File: config.mk
export PLATFORM = sky130hd
export DESIGN_NAME = mux_scan_ctrl_flat
export DESIGN_NICKNAME = d
export VERILOG_FILES = /design/src/rtl/mux_scan_ctrl_if.sv /design/src/rtl/mux_scan_ctrl.sv /design/src/flat_wrapper.sv
export SDC_FILE = /design/constraint.sdc
export NUM_CORES = 1
export LEC_CHECK = 0
export ABC_CLOCK_PERIOD_IN_PS = 1400
export BUFFER_PORTS_ARGS = -buffer_cell sky130_fd_sc_hd__buf_2
export CAP_MARGIN = 20
export CORE_UTILIZATION = 50
export DETAILED_ROUTE_END_ITERATION = 8
export GPL_TIMING_DRIVEN = 0
export PLACE_DENSITY = 0.83
export SETUP_SLACK_MARGIN = 0.5
export SLEW_MARGIN = 20
export SYNTH_ARGS = -nofsm -noshare
export SYNTH_HDL_FRONTEND = slang
export SYNTH_SLANG_ARGS = --single-unit
File: constraint.sdc
create_clock -name clk -period 1.4 [get_ports clk]
set_input_delay 0.07 -clock clk [delete_from_list [all_inputs] [get_ports clk]]
set_output_delay 0.07 -clock clk [all_outputs]
set_load 0.02 [all_outputs]
File: src/rtl/mux_scan_ctrl_if.sv
// Bundles the scan controller's control, mux and result signals.
// master is the controller side; slave is the surrounding logic (mux, host).
interface mux_scan_ctrl_if #(
  parameter int N_CH  = 10,
  parameter int SEL_W = 4
);
  logic             start;
  logic             abort;
  logic             mux_y;
  logic [SEL_W-1:0] sel;
  logic             busy;
  logic             done;
  logic [N_CH-1:0]  data_out;
  logic             ser_valid;
  logic             ser_bit;
  logic [SEL_W-1:0] ser_idx;

  modport master (
    input  start, abort, mux_y,
    output sel, busy, done, data_out, ser_valid, ser_bit, ser_idx
  );

  modport slave (
    output start, abort, mux_y,
    input  sel, busy, done, data_out, ser_valid, ser_bit, ser_idx
  );
endinterface

File: src/rtl/mux_scan_ctrl.sv
// Steps the mux select through every channel, samples mux_y after DWELL cycles each, streams the bits.
// Latency N_CH*DWELL cycles from the start edge to done; start is ignored while busy, abort cancels at once.
module mux_scan_ctrl #(
  parameter int N_CH  = 10,
  parameter int SEL_W = 4,
  parameter int DWELL = 1,
  parameter int DW_W  = 4
) (
  input  logic             clk,
  input  logic             rst_n,
  mux_scan_ctrl_if.master  bus
);
  localparam logic [0:0] S_IDLE = 1'b0;
  localparam logic [0:0] S_SCAN = 1'b1;

  logic [0:0]       state;
  logic [DW_W-1:0]  dw_cnt;
  logic [N_CH-1:0]  shadow;
  logic [N_CH-1:0]  cap;
  logic [SEL_W-1:0] sel;
  logic             busy;
  logic             done;
  logic [N_CH-1:0]  data_out;
  logic             ser_valid;
  logic             ser_bit;
  logic [SEL_W-1:0] ser_idx;
  logic             dw_end;
  logic             last_ch;

  assign dw_end  = (dw_cnt == DW_W'(DWELL - 1));
  assign last_ch = (sel == SEL_W'(N_CH - 1));

  // Shadow word with the current channel's bit replaced by the live mux output.
  always_comb begin
    cap = shadow;
    for (int i = 0; i < N_CH; i++) begin
      if (SEL_W'(i) == sel) cap[i] = bus.mux_y;
    end
  end

  always_ff @(posedge clk or negedge rst_n) begin
    if (!rst_n) begin
      state     <= S_IDLE;
      dw_cnt    <= '0;
      shadow    <= '0;
      sel       <= '0;
      busy      <= 1'b0;
      done      <= 1'b0;
      data_out  <= '0;
      ser_valid <= 1'b0;
      ser_bit   <= 1'b0;
      ser_idx   <= '0;
    end else begin
      done      <= 1'b0;
      ser_valid <= 1'b0;
      if (state == S_IDLE) begin
        if (bus.start && !bus.abort) begin
          state  <= S_SCAN;
          sel    <= '0;
          dw_cnt <= '0;
          busy   <= 1'b1;
          shadow <= '0;
        end
      end else if (bus.abort) begin
        // Abort wins over a coinciding sample edge: nothing is captured or streamed.
        state  <= S_IDLE;
        busy   <= 1'b0;
        sel    <= '0;
        dw_cnt <= '0;
      end else if (dw_end) begin
        shadow    <= cap;
        ser_valid <= 1'b1;
        ser_bit   <= bus.mux_y;
        ser_idx   <= sel;
        dw_cnt    <= '0;
        if (last_ch) begin
          data_out <= cap;
          done     <= 1'b1;
          busy     <= 1'b0;
          sel      <= '0;
          state    <= S_IDLE;
        end else begin
          sel <= sel + 1'b1;
        end
      end else begin
        dw_cnt <= dw_cnt + 1'b1;
      end
    end
  end

  assign bus.sel       = sel;
  assign bus.busy      = busy;
  assign bus.done      = done;
  assign bus.data_out  = data_out;
  assign bus.ser_valid = ser_valid;
  assign bus.ser_bit   = ser_bit;
  assign bus.ser_idx   = ser_idx;
endmodule

File: src/flat_wrapper.sv
// flat-port wrapper written by rule: the top's interface ports become plain ports
module mux_scan_ctrl_flat 
#(
  parameter int N_CH  = 10,
  parameter int SEL_W = 4,
  parameter int DWELL = 1,
  parameter int DW_W  = 4
)
  (clk, rst_n, bus_start, bus_abort, bus_mux_y, bus_sel, bus_busy, bus_done, bus_data_out, bus_ser_valid, bus_ser_bit, bus_ser_idx);
  mux_scan_ctrl_if #(.N_CH(N_CH), .SEL_W(SEL_W)) bus_i ();
  input  logic clk;
  input  logic rst_n;
  input wire logic [$bits(bus_i.start)-1:0] bus_start;
  input wire logic [$bits(bus_i.abort)-1:0] bus_abort;
  input wire logic [$bits(bus_i.mux_y)-1:0] bus_mux_y;
  output wire logic [$bits(bus_i.sel)-1:0] bus_sel;
  output wire logic [$bits(bus_i.busy)-1:0] bus_busy;
  output wire logic [$bits(bus_i.done)-1:0] bus_done;
  output wire logic [$bits(bus_i.data_out)-1:0] bus_data_out;
  output wire logic [$bits(bus_i.ser_valid)-1:0] bus_ser_valid;
  output wire logic [$bits(bus_i.ser_bit)-1:0] bus_ser_bit;
  output wire logic [$bits(bus_i.ser_idx)-1:0] bus_ser_idx;
  assign bus_i.start = bus_start;
  assign bus_i.abort = bus_abort;
  assign bus_i.mux_y = bus_mux_y;
  assign bus_sel = bus_i.sel;
  assign bus_busy = bus_i.busy;
  assign bus_done = bus_i.done;
  assign bus_data_out = bus_i.data_out;
  assign bus_ser_valid = bus_i.ser_valid;
  assign bus_ser_bit = bus_i.ser_bit;
  assign bus_ser_idx = bus_i.ser_idx;
  mux_scan_ctrl #(.N_CH(N_CH), .SEL_W(SEL_W), .DWELL(DWELL), .DW_W(DW_W)) u_core (.clk(clk), .rst_n(rst_n), .bus(bus_i));
endmodule
### Yosys cells after proc, flatten, opt, wreduce, memory -nomap -nowiden

Cells that the tools add are included.

| operators by class | value |
|---|---|
| reduce and logical (&&, ||, !) cells | 10 |
| equal/unequal tests | 14 |
| $add $sub $neg | 2 |
| mux-type cells | 39 |
| bitwise operators | 1 |

Operators by type and width:

| operator | count |
|---|---|
| $mux 10 | 4 |
| $mux 4 | 8 |
| $mux 1 | 27 |
| $eq 3x4->1 const A | 4 |
| $reduce_and 3->1 | 3 |
| $add 4x1->4 const B | 2 |
| $eq 2x4->1 const A | 2 |
| $eq 4x4->1 const A | 2 |
| $logic_not 4->1 | 2 |
| $ne 3x3->1 const B | 2 |
| $eq 1x4->1 const A | 1 |
| $eq 4x4->1 const B | 1 |
| $ne 2x2->1 const B | 2 |
| $reduce_and 4->1 | 1 |
| $reduce_and 2->1 | 1 |
| $reduce_bool 2->1 | 1 |
| $logic_and 1x1->1 | 1 |
| $logic_not 1->1 | 1 |
| $not 1->1 | 1 |

| word-level totals | value |
|---|---|
| register bits after elaboration | 37 |
| word-level logic and storage cells | 76 |
| output and inout port bits | 22 |

### Longest topological paths before layout

| depth | value |
|---|---|
| depth in word-level cells | 5 |
| depth in mapped cells | 7 |
| gate-level depth less buffers | 7 |

### Least setup slack after synthesis

No wires, ideal clock.

| timing | value |
|---|---|
| path type | register to register |
| from | register u_core.sel[3] (netlist: u_core.bus.sel[3]) |
| to | register u_core.shadow[4] |
| stages on the path, launching flop included | 5 |
| slack | -0.129 ns |
| arrival time | 1.404 ns |
| period minus slack after synthesis | 1.529 ns |
| buffers on the path | 1 |
| path through | dfrtp_1 > buf_6 > or4b_1 > a21oi_1 > o2bb2ai_1 |

| between the ends | value |
|---|---|
| cells in the longest elaborated chain, start to end | 5 |

RTL lines:

| element | line | RTL |
|---|---|---|
| start: declaration | mux_scan_ctrl.sv:20 | `logic [SEL_W-1:0] sel;` |
| start signal: assignment | mux_scan_ctrl.sv:83 | `sel <= sel + 1'b1;` |
| $eq 3x4->1 | mux_scan_ctrl.sv:37 | `if (SEL_W'(i) == sel) cap[i] = bus.mux_y;` |
| $mux 1 | mux_scan_ctrl.sv:37 |  |
| $mux 10 | mux_scan_ctrl.sv:70 | `end else if (dw_end) begin` |
| $mux 10 | mux_scan_ctrl.sv:64 | `end else if (bus.abort) begin` |
| $mux 10 | mux_scan_ctrl.sv:56 | `if (state == S_IDLE) begin` |
| end signal: assignment | mux_scan_ctrl.sv:71 | `shadow <= cap;` |
| end: declaration | mux_scan_ctrl.sv:18 | `logic [N_CH-1:0] shadow;` |

Every way passes these cells. The select of a mux whose other input is x is not followed.
A chain may end at the register's enable or synchronous reset.

### Final worst setup path

| timing | value |
|---|---|
| from | register u_core.sel[3] (netlist: u_core.bus.sel[3]) |
| to | register u_core.data_out[0] (netlist: u_core.bus.data_out[0]) |

| between the ends | value |
|---|---|
| cells in the longest elaborated chain, start to end | 2 |
| elaborated cells on any way between the ends | 4 |
| classes of those cells | eq/ne: 1; mux: 1; reduce/logical: 2 |

RTL lines:

| element | line | RTL |
|---|---|---|
| $eq 4x4->1 or $logic_not 4->1 (tied branches) | mux_scan_ctrl.sv:31, mux_scan_ctrl.sv:37 |  |
| $reduce_and 4->1 (no source line) or $mux 1 (tied branches) | -- |  |
| end signal: assignment | mux_scan_ctrl.sv:77 | `data_out <= cap;` |
| end: declaration | mux_scan_ctrl.sv:23 | `logic [N_CH-1:0] data_out;` |

Parallel ways exist; a longest one is shown, timed or not.

==> results.cfg <==
[pwr]
clock_power_share = 0.195
p_total_uw = 2860
power_frac_comb = 0.374
ir_drop_uv = 788
leakage_uw = 0.00132
p_sw_frac = 0.360
cellPowerDensity_nw_per_um2 = 985
power.internal_uw = 1830
seqPwrFrac = 0.432
p_sw_uw = 1030

[timing]
tns_ns = -6.34
slew_violations = 0
rsz0062_at_grt = yes
fin_ws_ns = -0.341
period_needed_ns = 1.74
relSlewSlack = 0.453
finalHoldViolations = 36
hold_slack_ns = -0.194
post-route-period-util = 1.24
finClkSkew_ns = 0.00990
tightest_slew_ns = 0.820
final-setup-viol-count = 35
max_freq_mhz = 574

[synthesis]
synth.cell_area_um2 = 1690
synthFlopType = dfrtp_1
synth_nets = 177
syn_inst = 170
synth.avg_cell_area_um2 = 9.94
synth_seq_cells = 36
synth_edf_count = 0
netlist.area_leader.share = 0.533
yosysUniqueCellTypes = 41
yosysSeqAreaShare = 0.533
yosysWarningCount = 0
netlist_top_cells_area = dfrtp_1, nand2_1, o2bb2ai_1
synthArstFlopShare = 1.00
yosysTopAreaCell = dfrtp_1

[cells_and_area]
final_cell_area_um2 = 2900
multi_input_area_um2 = 1020
regArea_um2 = 906
area_growth_pct = 71.6
drive_gt1_frac = 0.623
n_fill_cell = 98
fin_nets = 258
antenna_cells = 0
finalNonFillerCells = 296

[global_routing]
antenna_found_initial = 0
overflow = 0
grt_max_degree = 37
gr-usage-all-layers = 0.289
grt_pass1_wl_um = 7510
grt_pass1_vias = 1613

[clock_tree]
clockBufferDepth = 2
holdBufCountCts = 2
cts.clk_slew.worst_paths_ns = 0.12
h-tree-depth = 2
insertion_delay_ns = 0.35
cts-buffers-inserted = 5
cts_tree = done
clock_sinks = 36
root_buffer = clkbuf_4

[drt]
drc_errors = 0
wl_um = 6990
avgViaCountPerCell = 6.23
drtIter0Drc = 128
num_vias = 1844
wire_per_inst_um = 23.6
firstDrtPassIters = 4
postRouteAntennaNets = 0

[die]
core_um2 = 3130
die-area_um2 = 3620
io_pins = 27
start_util = 0.540
die_w_um = 60.1
rows = 20
fp.dieH_um = 60.1

[place]
dp_hpwl_um = 2580
dpl_cell_area_um2 = 1950
dp.cells = 240
gp_congestion = 0.790
portBuffers = 26

[worst_setup_path]
slowest_stage = or4_4
cpLargestDelayFamily = simple AND/OR/NAND/NOR gates
critPathKind = register to register
crit_chain = buf_6 -> or4_4 -> nor2_2 -> a21oi_2 -> o21ai_1
start_kind = register
endpoint_kind = register
crit_buf_inv = 1
slowest_delay_ns = 0.57
cp_max_fo = 10
crit_required_ns = 1.65
crit_arrival_ns = 1.99

[outcome]
status = finished, violations left
violations = hold timing, setup timing

[job]
maxCapViolations = 0

[worst_hold_path]
min_path_type = primary input to asynchronous set/reset pin
sequential cells by signal, indices dropped and copies added (netlist names):
name,cells
u_core.bus.sel,4
u_core.shadow,9
u_core.dw_cnt,4
u_core.bus.done,1
u_core.bus.busy,1
u_core.bus.data_out,10
u_core.bus.ser_valid,1
u_core.state,1
u_core.bus.ser_idx,4
u_core.bus.ser_bit,1
cell type report:
cell class | count | area share
buffer | 9 | 0.0406
clock inverter | 1 | 0.00173
multi-input combinational | 118 | 0.351
inverter | 7 | 0.0108
clock buffer | 7 | 0.0155
tap | 44 | 0.0190
sequential | 36 | 0.312
timing repair buffer | 74 | 0.249
Yosys cell counts (2+ instances only):
master and instances:
nand2_1 31, nor2b_1 2, buf_6 3, nor3_1 2
nor2_1 11, dfrtp_1 36, nand3_1 4, buf_2 6
o2bb2ai_1 10, nand2b_1 2, a21oi_1 8, xnor2_1 2
o21ai_1 7, a31oi_1 2, ha_1 2, o21ai_0 11
or4b_4 2, inv_1 6
layout by cell type, fill, tap and decap left out, drive strengths merged, types with 3 or more instances in the layout:
master	Yosys	final
dfrtp	36	36
buf	9	80
o21ai	18	18
o2bb2ai	10	10
or4b	3	3
inv	6	6
nor2	11	11
clkbuf	0	8
a21oi	8	8
nand2	32	32
nand3	4	4
final timing paths:
check                                 startpoint                endpoint  slack [ns]  cells after the start
setup / recovery               u_core.bus.sel[3]  u_core.bus.data_out[0]       -0.34                      5
hold / removal                             rst_n  u_core.bus.data_out[4]       -0.19                      1
setup reg to reg               u_core.bus.sel[3]  u_core.bus.data_out[0]       -0.34                      5
hold reg to reg            u_core.bus.ser_idx[0]   u_core.bus.ser_idx[0]        0.53                      2
max in group asynchronous                  rst_n       u_core.bus.sel[1]        1.03                      1
min in group clk                       bus_start            u_core.state        0.08                      3
per-stage QoR:
step                 util  setup WS, ns
finish              0.927        -0.341
CTS                 0.808        -0.156
detailed placement  0.624        -0.274
global placement    0.624        -0.176
floorplan               -       -0.0600
global route        0.927        -0.427
repair_timing:
item	in CTS	in global routing
pin swaps	24	10
cloned	3	1
hold endpoints to repair	38	36
resized for setup	93	52
setup endpoints to repair	58	58
setup buffers	25	17
power by group through the flow:
stage	Sequential, uW	Combinational, uW	Clock (uW)
final	1230	1070	556
after global routing	1240	1110	595
after CTS	1210	794	542
after detailed placement	1220	623	0
after global placement	1220	595	0
after floorplan	1270	391	0
layer usage:
| layer | part of all wire | wire [um] | vias up | track usage |
|---|---|---|---|---|
| li1 | - | - | 763 | - |
| met1 | 0.37 | 2620 | 903 | 0.302 |
| met2 | 0.50 | 3460 | 141 | 0.537 |
| met3 | 0.086 | 603 | 37 | 0.0628 |
| met4 | 0.044 | 304 | 0 | 0.143 |
| met5 | 0 | 0 | - | 0 |
cells by family after synthesis:
kind of cell    synth area share
compound gates             0.164
xor+xnor                  0.0155
fa+ha+maj                 0.0148
buf+inv                   0.0533
flops                      0.533
mux                      0.00592
simple gates               0.214
Note: power is estimated with default switching activity, not from simulation.
